<file path="src/rtl/mem_req_ctrl.sv">
// MEM-stage request controller: issues one cache access per instruction tag,
// stalls until completion or timeout, and keeps sticky error flags.
module mem_req_ctrl #(
  parameter int DATA_W  = 16,
  parameter int ADDR_W  = 16,
  parameter int TAG_W   = 16,
  parameter int TIMEOUT = 255,
  parameter int CNT_W   = 8
) (
  input  logic              clk,
  input  logic              rst,
  input  logic              mem_read,
  input  logic              mem_write,
  input  logic [ADDR_W-1:0] addr,
  input  logic [DATA_W-1:0] wdata,
  input  logic [TAG_W-1:0]  instr_tag,
  input  logic              err_clr,
  output logic [DATA_W-1:0] rdata,
  output logic              stall,
  output logic              err,
  output logic              err_illegal,
  output logic              cache_rd,
  output logic              cache_wr,
  output logic [ADDR_W-1:0] cache_addr,
  output logic [DATA_W-1:0] cache_wdata,
  input  logic [DATA_W-1:0] cache_rdata,
  input  logic              cache_done,
  input  logic              cache_err
);

  localparam logic [0:0] IDLE = 1'b0;
  localparam logic [0:0] BUSY = 1'b1;
  localparam logic [CNT_W-1:0] CNT_LAST = CNT_W'(TIMEOUT - 1);

  logic [0:0]        state_reg;
  logic              op_rd_reg;
  logic [ADDR_W-1:0] addr_reg;
  logic [DATA_W-1:0] wdata_reg;
  logic [TAG_W-1:0]  last_tag_reg;
  logic              tag_vld_reg;
  logic [CNT_W-1:0]  cnt_reg;
  logic [DATA_W-1:0] rdata_reg;
  logic              err_reg;
  logic              err_illegal_reg;

  logic in_idle, in_busy, tag_new, issue, illegal_req, done_seen, timed_out;
  logic err_set;

  assign in_idle     = (state_reg == IDLE);
  assign in_busy     = (state_reg == BUSY);
  assign tag_new     = !tag_vld_reg || (instr_tag != last_tag_reg);
  // Gate on rst so no strobe or stall escapes while reset is held.
  assign issue       = rst && in_idle && (mem_read ^ mem_write) && tag_new;
  assign illegal_req = in_idle && mem_read && mem_write && tag_new;
  assign done_seen   = in_busy && cache_done;
  assign timed_out   = in_busy && !cache_done && (cnt_reg == CNT_LAST);
  assign err_set     = (done_seen && cache_err) || timed_out;

  assign cache_rd    = issue && mem_read;
  assign cache_wr    = issue && mem_write;
  assign stall       = issue || in_busy;
  assign cache_addr  = in_busy ? addr_reg  : addr;
  assign cache_wdata = in_busy ? wdata_reg : wdata;

  assign rdata       = rdata_reg;
  assign err         = err_reg;
  assign err_illegal = err_illegal_reg;

  always_ff @(posedge clk or negedge rst) begin
    if (!rst) begin
      state_reg       <= IDLE;
      op_rd_reg       <= 1'b0;
      addr_reg        <= '0;
      wdata_reg       <= '0;
      last_tag_reg    <= '0;
      tag_vld_reg     <= 1'b0;
      cnt_reg         <= '0;
      rdata_reg       <= '0;
      err_reg         <= 1'b0;
      err_illegal_reg <= 1'b0;
    end else begin
      case (state_reg)
        IDLE: begin
          if (issue) begin
            state_reg    <= BUSY;
            op_rd_reg    <= mem_read;
            addr_reg     <= addr;
            wdata_reg    <= wdata;
            last_tag_reg <= instr_tag;
            tag_vld_reg  <= 1'b1;
            cnt_reg      <= '0;
          end else if (illegal_req) begin
            last_tag_reg <= instr_tag;
            tag_vld_reg  <= 1'b1;
          end
        end
        BUSY: begin
          cnt_reg <= cnt_reg + 1'b1;
          if (done_seen) begin
            if (op_rd_reg) rdata_reg <= cache_rdata;
            state_reg <= IDLE;
          end else if (timed_out) begin
            state_reg <= IDLE;
          end
        end
        default: state_reg <= IDLE;
      endcase

      // A set event in the same cycle as err_clr keeps the flag high.
      if (err_set)      err_reg <= 1'b1;
      else if (err_clr) err_reg <= 1'b0;

      if (illegal_req)  err_illegal_reg <= 1'b1;
      else if (err_clr) err_illegal_reg <= 1'b0;
    end
  end

endmodule
</file>
<file path="config.mk">
export PLATFORM = sky130hd
export DESIGN_NAME = mem_req_ctrl
export DESIGN_NICKNAME = d
export VERILOG_FILES = /design/src/rtl/mem_req_ctrl.sv
export SDC_FILE = /design/constraint.sdc
export NUM_CORES = 1
export LEC_CHECK = 0
export CORE_UTILIZATION = 50
export CTS_BUF_LIST = sky130_fd_sc_hd__clkbuf_8
export DETAILED_ROUTE_END_ITERATION = 6
export DONT_BUFFER_PORTS = 1
export PLACE_DENSITY_LB_ADDON = 0.08
export SLEW_MARGIN = 10
export SYNTH_ARGS = -nofsm -noshare
export SYNTH_HDL_FRONTEND = slang
export SYNTH_SLANG_ARGS = --single-unit
</file>
<file path="constraint.sdc">
create_clock -name clk -period 2.7 [get_ports clk]
set_input_delay 0.54 -clock clk [delete_from_list [all_inputs] [get_ports clk]]
set_output_delay 0.54 -clock clk [all_outputs]
set_load 0.05 [all_outputs]
</file>
Yosys cells after proc, flatten, opt, wreduce, memory -nomap -nowiden. Index checks and enable logic that the tools add are counted.

Register bits after elaboration: 77. Bits of input ports: 71. Output and inout port bits: 53. Logic and storage cells: 54.

Add/sub/neg operators: 1. Equality and inequality tests: 3. Multiplexer cells: 15. Bitwise operators: 2. Reductions and logical operators: 23.

Operators with widths (number): $mux W16 (4); $ne A16 B16 Y1 (1); $pmux W8 S2 (1); $logic_and A1 B1 Y1 (12); $add A8 B1 Y8 const B (1); $eq A8 B8 Y1 const B (1); $mux W1 (8); $mux W8 (1); $reduce_bool A2 Y1 (3); $reduce_and A2 Y1 (2); $logic_or A1 B1 Y1 (3); $reduce_and A3 Y1 (1); $logic_not A1 Y1 (2); $ne A2 B1 Y1 const B (1); $pmux W1 S2 (1); $not A1 Y1 (1); $xor A1 B1 Y1 (1).

Depth between registers and ports, before layout. Gate-level depths: netlist (run 1).

Word-level depth: 6. Mapped depth: 6. Depth with buffers taken out: 6.

Least setup slack after synthesis (run 1). Ideal clock, no wire load.

Path kind: input -> output. From: input port instr_tag[13]. To: output port cache_wr. Data arrival time: 2243 ps. Data required time: 2160 ps. Setup slack: -83 ps. Cell stages on the path: 5. Path buffers: 0. Path through: xor2_1 -> nor4_1 -> nand4b_1 -> o21ai_0 -> nor3_1.

Word-level cells in the longest chain between the ends: 4.

Ends and longest elaborated chain: start: declaration (line 16) `input logic [TAG_W-1:0] instr_tag,`; $ne A16 B16 Y1 (line 51) `assign tag_new = !tag_vld_reg || (instr_tag != last_tag_reg);`; $logic_or A1 B1 Y1 (line 51); $logic_and A1 B1 Y1 (line 53) `assign issue = rst && in_idle && (mem_read ^ mem_write) && tag_new;`; $logic_and A1 B1 Y1 (line 60) `assign cache_wr = issue && mem_write;`; end: declaration (line 23) `output logic cache_wr,`.

Every way passes these cells.

Worst setup path in the final report (run 1).
From: register last_tag_reg[13]. To: output port cache_wr.

Word-level cells in the longest chain between the ends: 4.

Ends and longest elaborated chain: start: declaration (line 39) `logic [TAG_W-1:0] last_tag_reg;`; start signal: assignment (line 89) `last_tag_reg <= instr_tag;`; start signal: assignment (line 93) `last_tag_reg <= instr_tag;`; $ne A16 B16 Y1 (line 51); $logic_or A1 B1 Y1 (line 51); $logic_and A1 B1 Y1 (line 53); $logic_and A1 B1 Y1 (line 60).

Every way passes these cells.

==> results of run 1 <==
repair_timing:
item | CTS | global route
hold buffers | 1 | 0
endpoints found under the setup margin | 0 | 3
buffers inserted | 0 | 0
hold endpoints to repair | 77 | 0
gates resized for setup | 0 | 3
critical path: stages (launching register included):
cell      delay (ns)
dfrtp_1         0.39
xor2_1          0.21
nor4_2          0.35
nand4b_1        0.16
o21ai_0         0.16
buf_4           0.16
nor3_2          0.04
buf_4           0.22
cell type report:
| class | instances | area [µm²] | share of cell area, % |
|---|---|---|---|
| clock buffers | 9 | 124 | 3.00 |
| clock inverters | 7 | 123 | 2.97 |
| inverters | 7 | 26.3 | 0.637 |
| multi-input cells | 187 | 1710 | 41.5 |
| flip-flops and latches | 77 | 1930 | 46.8 |
| well taps | 96 | 120 | 2.91 |
| repair buffers | 8 | 92.6 | 2.25 |
cell usage after synthesis (2+ instances only):
cell | n | share of area [%]
dfrtp_1 | 77 | 52
nand2b_1 | 3 | 0.51
and3_1 | 4 | 0.68
nor4_1 | 5 | 0.85
o21ai_0 | 8 | 1.1
xnor2_1 | 2 | 0.47
nand2_1 | 9 | 0.91
nor3_1 | 5 | 0.68
inv_1 | 7 | 0.71
nand4b_1 | 2 | 0.47
nor2_1 | 11 | 1.1
ha_1 | 2 | 0.68
clkbuf_1 | 5 | 0.51
buf_2 | 4 | 0.54
mux2_2 | 93 | 28
mux2_1 | 3 | 0.91
nand3_1 | 5 | 0.68
a21oi_1 | 3 | 0.41
nand4_1 | 2 | 0.34
xor2_1 | 16 | 3.8
placed cells by master, fill, tap and decap left out, types with 2 or more instances in the layout:
cell type and count:
nand2b_1 3, nand2_1 9, xor2_1 16, clkbuf_8 9, a21oi_1 2, nand3_1 5, o21ai_0 8, clkinvlp_4 2
ha_1 2, xnor2_1 2, mux2_1 3, bufinv_16 3, nand4b_1 2, nor3_1 4, nor2_1 11, inv_1 7
and3_1 4, nor4_1 2, dfrtp_1 76, nand4_1 2, mux2_2 93, nor4_2 3, buf_4 6
per-stage QoR:
stage	util (%)	setup slack (ns)	power, mW	hold WS, ns	std cells
3_3_place_gp	54.9	0.127	3.28	0.246	374
6_report	59.1	0.106	4.37	0.0752	391
3_5_place_dp	54.9	0.130	3.31	0.246	374
2_1_floorplan	-	0.207	3.15	0.244	283
4_1_cts	58.8	0.0383	4.41	0.0875	391
5_1_grt	59.1	0.0100	4.59	0.0861	391
kinds of logic after synthesis:
| logic type | Yosys count | synth area share [%] |
|---|---|---|
| AOI/OAI and AO/OA | 18 | 3.42 |
| xor gates and xnor gates | 18 | 4.27 |
| adders and majority gates | 2 | 0.677 |
| buffers and inverters | 19 | 2.54 |
| DFF | 77 | 52.2 |
| muxes | 97 | 29.5 |
| and+or+nand+nor | 52 | 7.42 |
routing by layer:
| metal | up-vias | part of all wire [%] | track usage, % |
|---|---|---|---|
| li1 | 1022 | - | - |
| met2 | 79 | 47 | 27.1 |
| met4 | 0 | 1.2 | 8.20 |
| met1 | 1073 | 44 | 24.1 |
| met5 | - | 0 | 0 |
| met3 | 7 | 7.7 | 5.56 |
power by group through the flow:
| stage | clock network (mW) | registers (mW) | logic, mW |
|---|---|---|---|
| final | 1.06 | 2.20 | 1.12 |
| after global routing | 1.14 | 2.25 | 1.20 |
| after CTS | 1.08 | 2.21 | 1.12 |
| after detailed placement | 0 | 2.23 | 1.09 |
| after global placement | 0 | 2.22 | 1.07 |
| after floorplan | 0 | 2.13 | 1.02 |
how the worst max path moves through the flow:
stage / slack [ns] / cells past startpoint / end / startpoint
floorplan: 0.21 / 5 / stall / instr_tag[13]
global placement: 0.13 / 5 / last_tag_reg[3] / instr_tag[10]
detailed placement: 0.13 / 5 / last_tag_reg[12] / instr_tag[10]
CTS: 0.04 / 7 / cache_wr / last_tag_reg[13]
global route: 0.01 / 7 / cache_wr / last_tag_reg[3]
finish: 0.11 / 7 / cache_wr / last_tag_reg[13]
==> metrics.txt, run 1 <==
Power Dens Cells=1060 nW/µm²; Final Hold Vio Count=0; setup total negative slack=0 ns; Clock Pin Slew Worst Setup and Hold Paths=0.09 ns; Clock Latency Late Sink=around 0.34 ns; post-route cell area=about 4000 µm²; Max VDD drop=0.000735 V; Rel. slew slack=30.0%; asr flop ratio synth=100%; Warnings, synthesis=0; DR vias=around 2200; Post-synth EDFFs=0; die width=88.0 µm; worst reg2reg path endpoint=last_tag_reg[12]; RSZ-0062 raised after global routing=no; Switching Fraction=41.0%; TritonCTS Buffers=9; crit share post-route=96.1%; vias in the first global route=2202; ys flop type=dfrtp_1; Worst Path Required=2.16 ns; die span in y=88.0 µm; hpwl dp=4.36 mm; fraction of power consumed by sequential logic=between 50 and 60%; num rows=30; Yosys reg bits=77; Post-DRT Antenna Nets=0; DR vias/cell=roughly 5.6; initial antenna violation count=0; H-tree depth=3; worst hold-check path type=in2async; post-synthesis sequential area ratio=52.2%; Worst setup SP type=flop; switching pwr=1.79 mW; critical path class=reg2out; CTS tree=yes; fin nets=363; crit path DAT=between 2 and 2.5 ns; outcome=finished clean; Max-cap violations=0; GRT overflow=0; Synth Cell Area=3690 µm²; reg2reg path depth=5; layout cell share with drive strength beyond 1=42.4%; largest net degree at the start of global routing=just under 80; PortBufs=0; Comb power frac=25.6%; Fin Clk Skew=0.0102 ns; number of diodes=0; Root Buffer=clkbuf_8; Std-Cell Core Area=6980 µm²; first-pass GRT wire length=approximately 11 mm; Post-Route WL=6.55 mm; # fillers=580; Routed WL per cell=about 17 µm; Static Leakage=about 1.7 nW; crit path max fanout=5; Final Slew Violations=0; Syn Nets=356; minimum clock period=approximately 2.6 ns; first-iteration detailed-routing DRC count=59; IO Pins=approximately 120; Max Freq=0.386 GHz; Syn Area/Cell=roughly 13 µm²; DRC Markers=0; Int Pwr=2.58 mW; GRT Util Overall=between 15 and 20%; Syn Inst Count=283; r2r setup slk=0.20 ns; die area=7740 µm²; power share of the clock group=24.1%; placed inst area=3830 µm²; post-synthesis cell type count=37; area added between synthesis and finish=11.6%; setup violators final=0; starting density of the core=roughly 53%; Critical Path Sink Type=output port; Clock Path Buffers=2; RR Startpoint=last_tag_reg[10]; clock sink total=77; routability cong.=between 0.7 and 0.8; DRT Pass-1 Iters=4; Slew @ Worst Pin=1.05 ns
No activity file was read; power rests on OpenSTA's default activity.
==> run 2: changes to the inputs <==
CORE_MARGIN = 2   (was not set)
==> metrics.txt, run 2 (synthesis gave the netlist of run 1 again) <==
Clock Pin Slew Worst Setup and Hold Paths=0.09 ns (about the same); commonest non-fill, non-tap cell in the layout=mux2_2 (unchanged); H-tree depth=3 (unchanged); TritonCTS Buffers=9 (unchanged); CP delay by family, top=simple AND/OR/NAND/NOR gates (unchanged); first-iteration detailed-routing DRC count=80 (was 59); placed inst area=3840 µm² (was 3830 µm²); Post-DRT Antenna Nets=0 (unchanged); worst-path cell with the longest stage delay=dfrtp_1 (unchanged); DR vias=2182 (was 2181); Static Leakage=1.70 nW (about the same); die area=8090 µm² (was 7740 µm²); CTS tree=yes (unchanged); Power Total=4.30 mW (was 4.37 mW); outcome=finished clean (unchanged); Comb power frac=25.9% (was 25.6%); crit share post-route=93.5% (was 96.1%); critical path class=reg2out (unchanged); CP startpoint=last_tag_reg[2] (was last_tag_reg[13]); PortBufs=0 (unchanged); switching pwr=1.79 mW (about the same); routability cong.=0.711 (was 0.765); fin nets=364 (was 363); Final Hold Vio Count=0 (unchanged); Critical Path Sink Type=output port (unchanged); Routed WL per cell=16.9 µm (was 16.8 µm); Post-Route WL=6.69 mm (was 6.55 mm); initial antenna violation count=0 (unchanged); first-pass GRT wire length=10.7 mm (was 10.5 mm); setup total negative slack=0 ns (unchanged); die width=90.0 µm (was 88.0 µm); Std-Cell Core Area=7210 µm² (was 6980 µm²); Max VDD drop=0.000786 V (was 0.000735 V); Max-cap violations=0 (unchanged); setup violators final=0 (unchanged); Clock Latency Late Sink=0.34 ns (about the same); RR Startpoint=in_busy (was last_tag_reg[10]); Power Dens Cells=1050 nW/µm² (was 1060 nW/µm²); crit path DAT=1.99 ns (was 2.05 ns); dpl cells=378 (was 374); Final Slew Violations=0 (unchanged); Worst setup SP type=flop (unchanged); layout cell share with drive strength beyond 1=42.2% (was 42.4%); largest net degree at the start of global routing=78 (unchanged); starting density of the core=51.2% (was 52.9%); CP peak stage delay=0.39 ns (about the same); IO Pins=124 (unchanged); fraction of power consumed by sequential logic=51.1% (was 50.3%); num rows=31 (was 30); DRC Markers=0 (unchanged); DRT Pass-1 Iters=4 (unchanged); GRT overflow=0 (unchanged); hpwl dp=4.43 mm (was 4.36 mm); Int Pwr=2.51 mW (was 2.58 mW); number of diodes=0 (unchanged); post-route cell area=4120 µm² (about the same); GRT Util Overall=16.6% (was 18.1%); DR vias/cell=5.52 (was 5.58); Root Buffer=clkbuf_8 (unchanged); Max Freq=0.396 GHz (was 0.386 GHz); clock sink total=77 (unchanged); Worst Path Required=2.16 ns (about the same); minimum clock period=2.53 ns (was 2.59 ns); worst path bufs/invs=2 (unchanged); Fin Clk Skew=0.0130 ns (was 0.0102 ns); Rel. slew slack=32.1% (was 30.0%); Slew @ Worst Pin=1.02 ns (was 1.05 ns); crit path max fanout=5 (unchanged); CP cell instances=xor2_1 -> nor4_2 -> nand4b_1 -> o21ai_1 -> buf_4 -> nor3_2 -> buf_6 (was xor2_1 -> nor4_2 -> nand4b_1 -> o21ai_0 -> buf_4 -> nor3_2 -> buf_4); most frequent cells in the layout=mux2_2, dfrtp_1, xor2_1 (unchanged); Switching Fraction=41.6% (was 41.0%); non-filler cells, final=395 (was 391); die span in y=90.0 µm (was 88.0 µm); area added between synthesis and finish=11.4% (was 11.6%); Clock Path Buffers=2 (unchanged); worst hold-check path type=in2async (unchanged); power share of the clock group=23.0% (was 24.1%); vias in the first global route=2192 (was 2202)
-- run 2: changes by cell type in the layout (fill, tap and decap cells not counted), sizes merged --
| cell | before | now |
|---|---|---|
| bufinv | 3 | 2 |
| clkinv | 1 | 0 |
| clkbuf | 9 | 10 |
| buf | 8 | 9 |
| inv | 8 | 9 |
-- run 2: metrics by stage --
step                      setup slack (ns)  utilization (%)  hold slack (ns)
after floorplan                      0.207                -            0.244
after global routing               -0.0105             57.0           0.0807
after global placement               0.348             53.2            0.246
after detailed placement             0.309             53.2            0.246
final                                0.174             57.0           0.0862
after CTS                           0.0509             56.8           0.0819
-- run 2: layer usage --
metal,track usage (%),up-vias,wire [µm]
li1,-,1025,-
met1,22.7,1076,2990
met2,24.4,77,3090
met3,5.78,4,580
met4,6.15,0,26
met5,0,-,0
-- run 2: path summary, 6_finish.rpt --
path / cells past startpoint / slack, ns / endpoint
setup / recovery: 7 / 0.17 / cache_wr
hold / removal: 1 / 0.09 / last_tag_reg[9]
setup reg to reg: 4 / 0.65 / last_tag_reg[8]
hold reg to reg: 1 / 0.48 / addr_reg[14]
max in group asynchronous: 1 / 2.30 / in_busy
min in group clk: 1 / 0.29 / err_illegal
-- run 2: timing repair --
item | 4_1_cts | 5_1_grt
endpoints found under the setup margin | 0 | 3
endpoints found under the hold margin | 77 | 0
resized for setup | 0 | 4
buffers inserted | 0 | 0
hold buffers | 1 | 0
-- run 2: layout make-up --
cell class | instances | area (µm²)
clock inverters | 6 | 92.6
inverters | 7 | 26.3
repair buffers | 9 | 104
well taps | 99 | 124
flip-flops and latches | 77 | 1930
clock buffers | 10 | 138
fillers | 622 | 3100
multi-input cells | 187 | 1700
-- run 2: power by group through the flow --
stage / sequential (mW) / clock [mW] / combinational [mW]
3_5_place_dp: 2.23 / 0 / 1.09
3_3_place_gp: 2.22 / 0 / 1.07
4_1_cts: 2.20 / 1.03 / 1.12
6_report: 2.20 / 0.988 / 1.12
5_1_grt: 2.25 / 1.08 / 1.20
2_1_floorplan: 2.13 / 0 / 1.02
==> run 3: changes to the inputs <==
CORE_MARGIN = not set   (was 2)
==> results of run 3 <==
Final layout, timing and power as in run 1 (identical DEF).
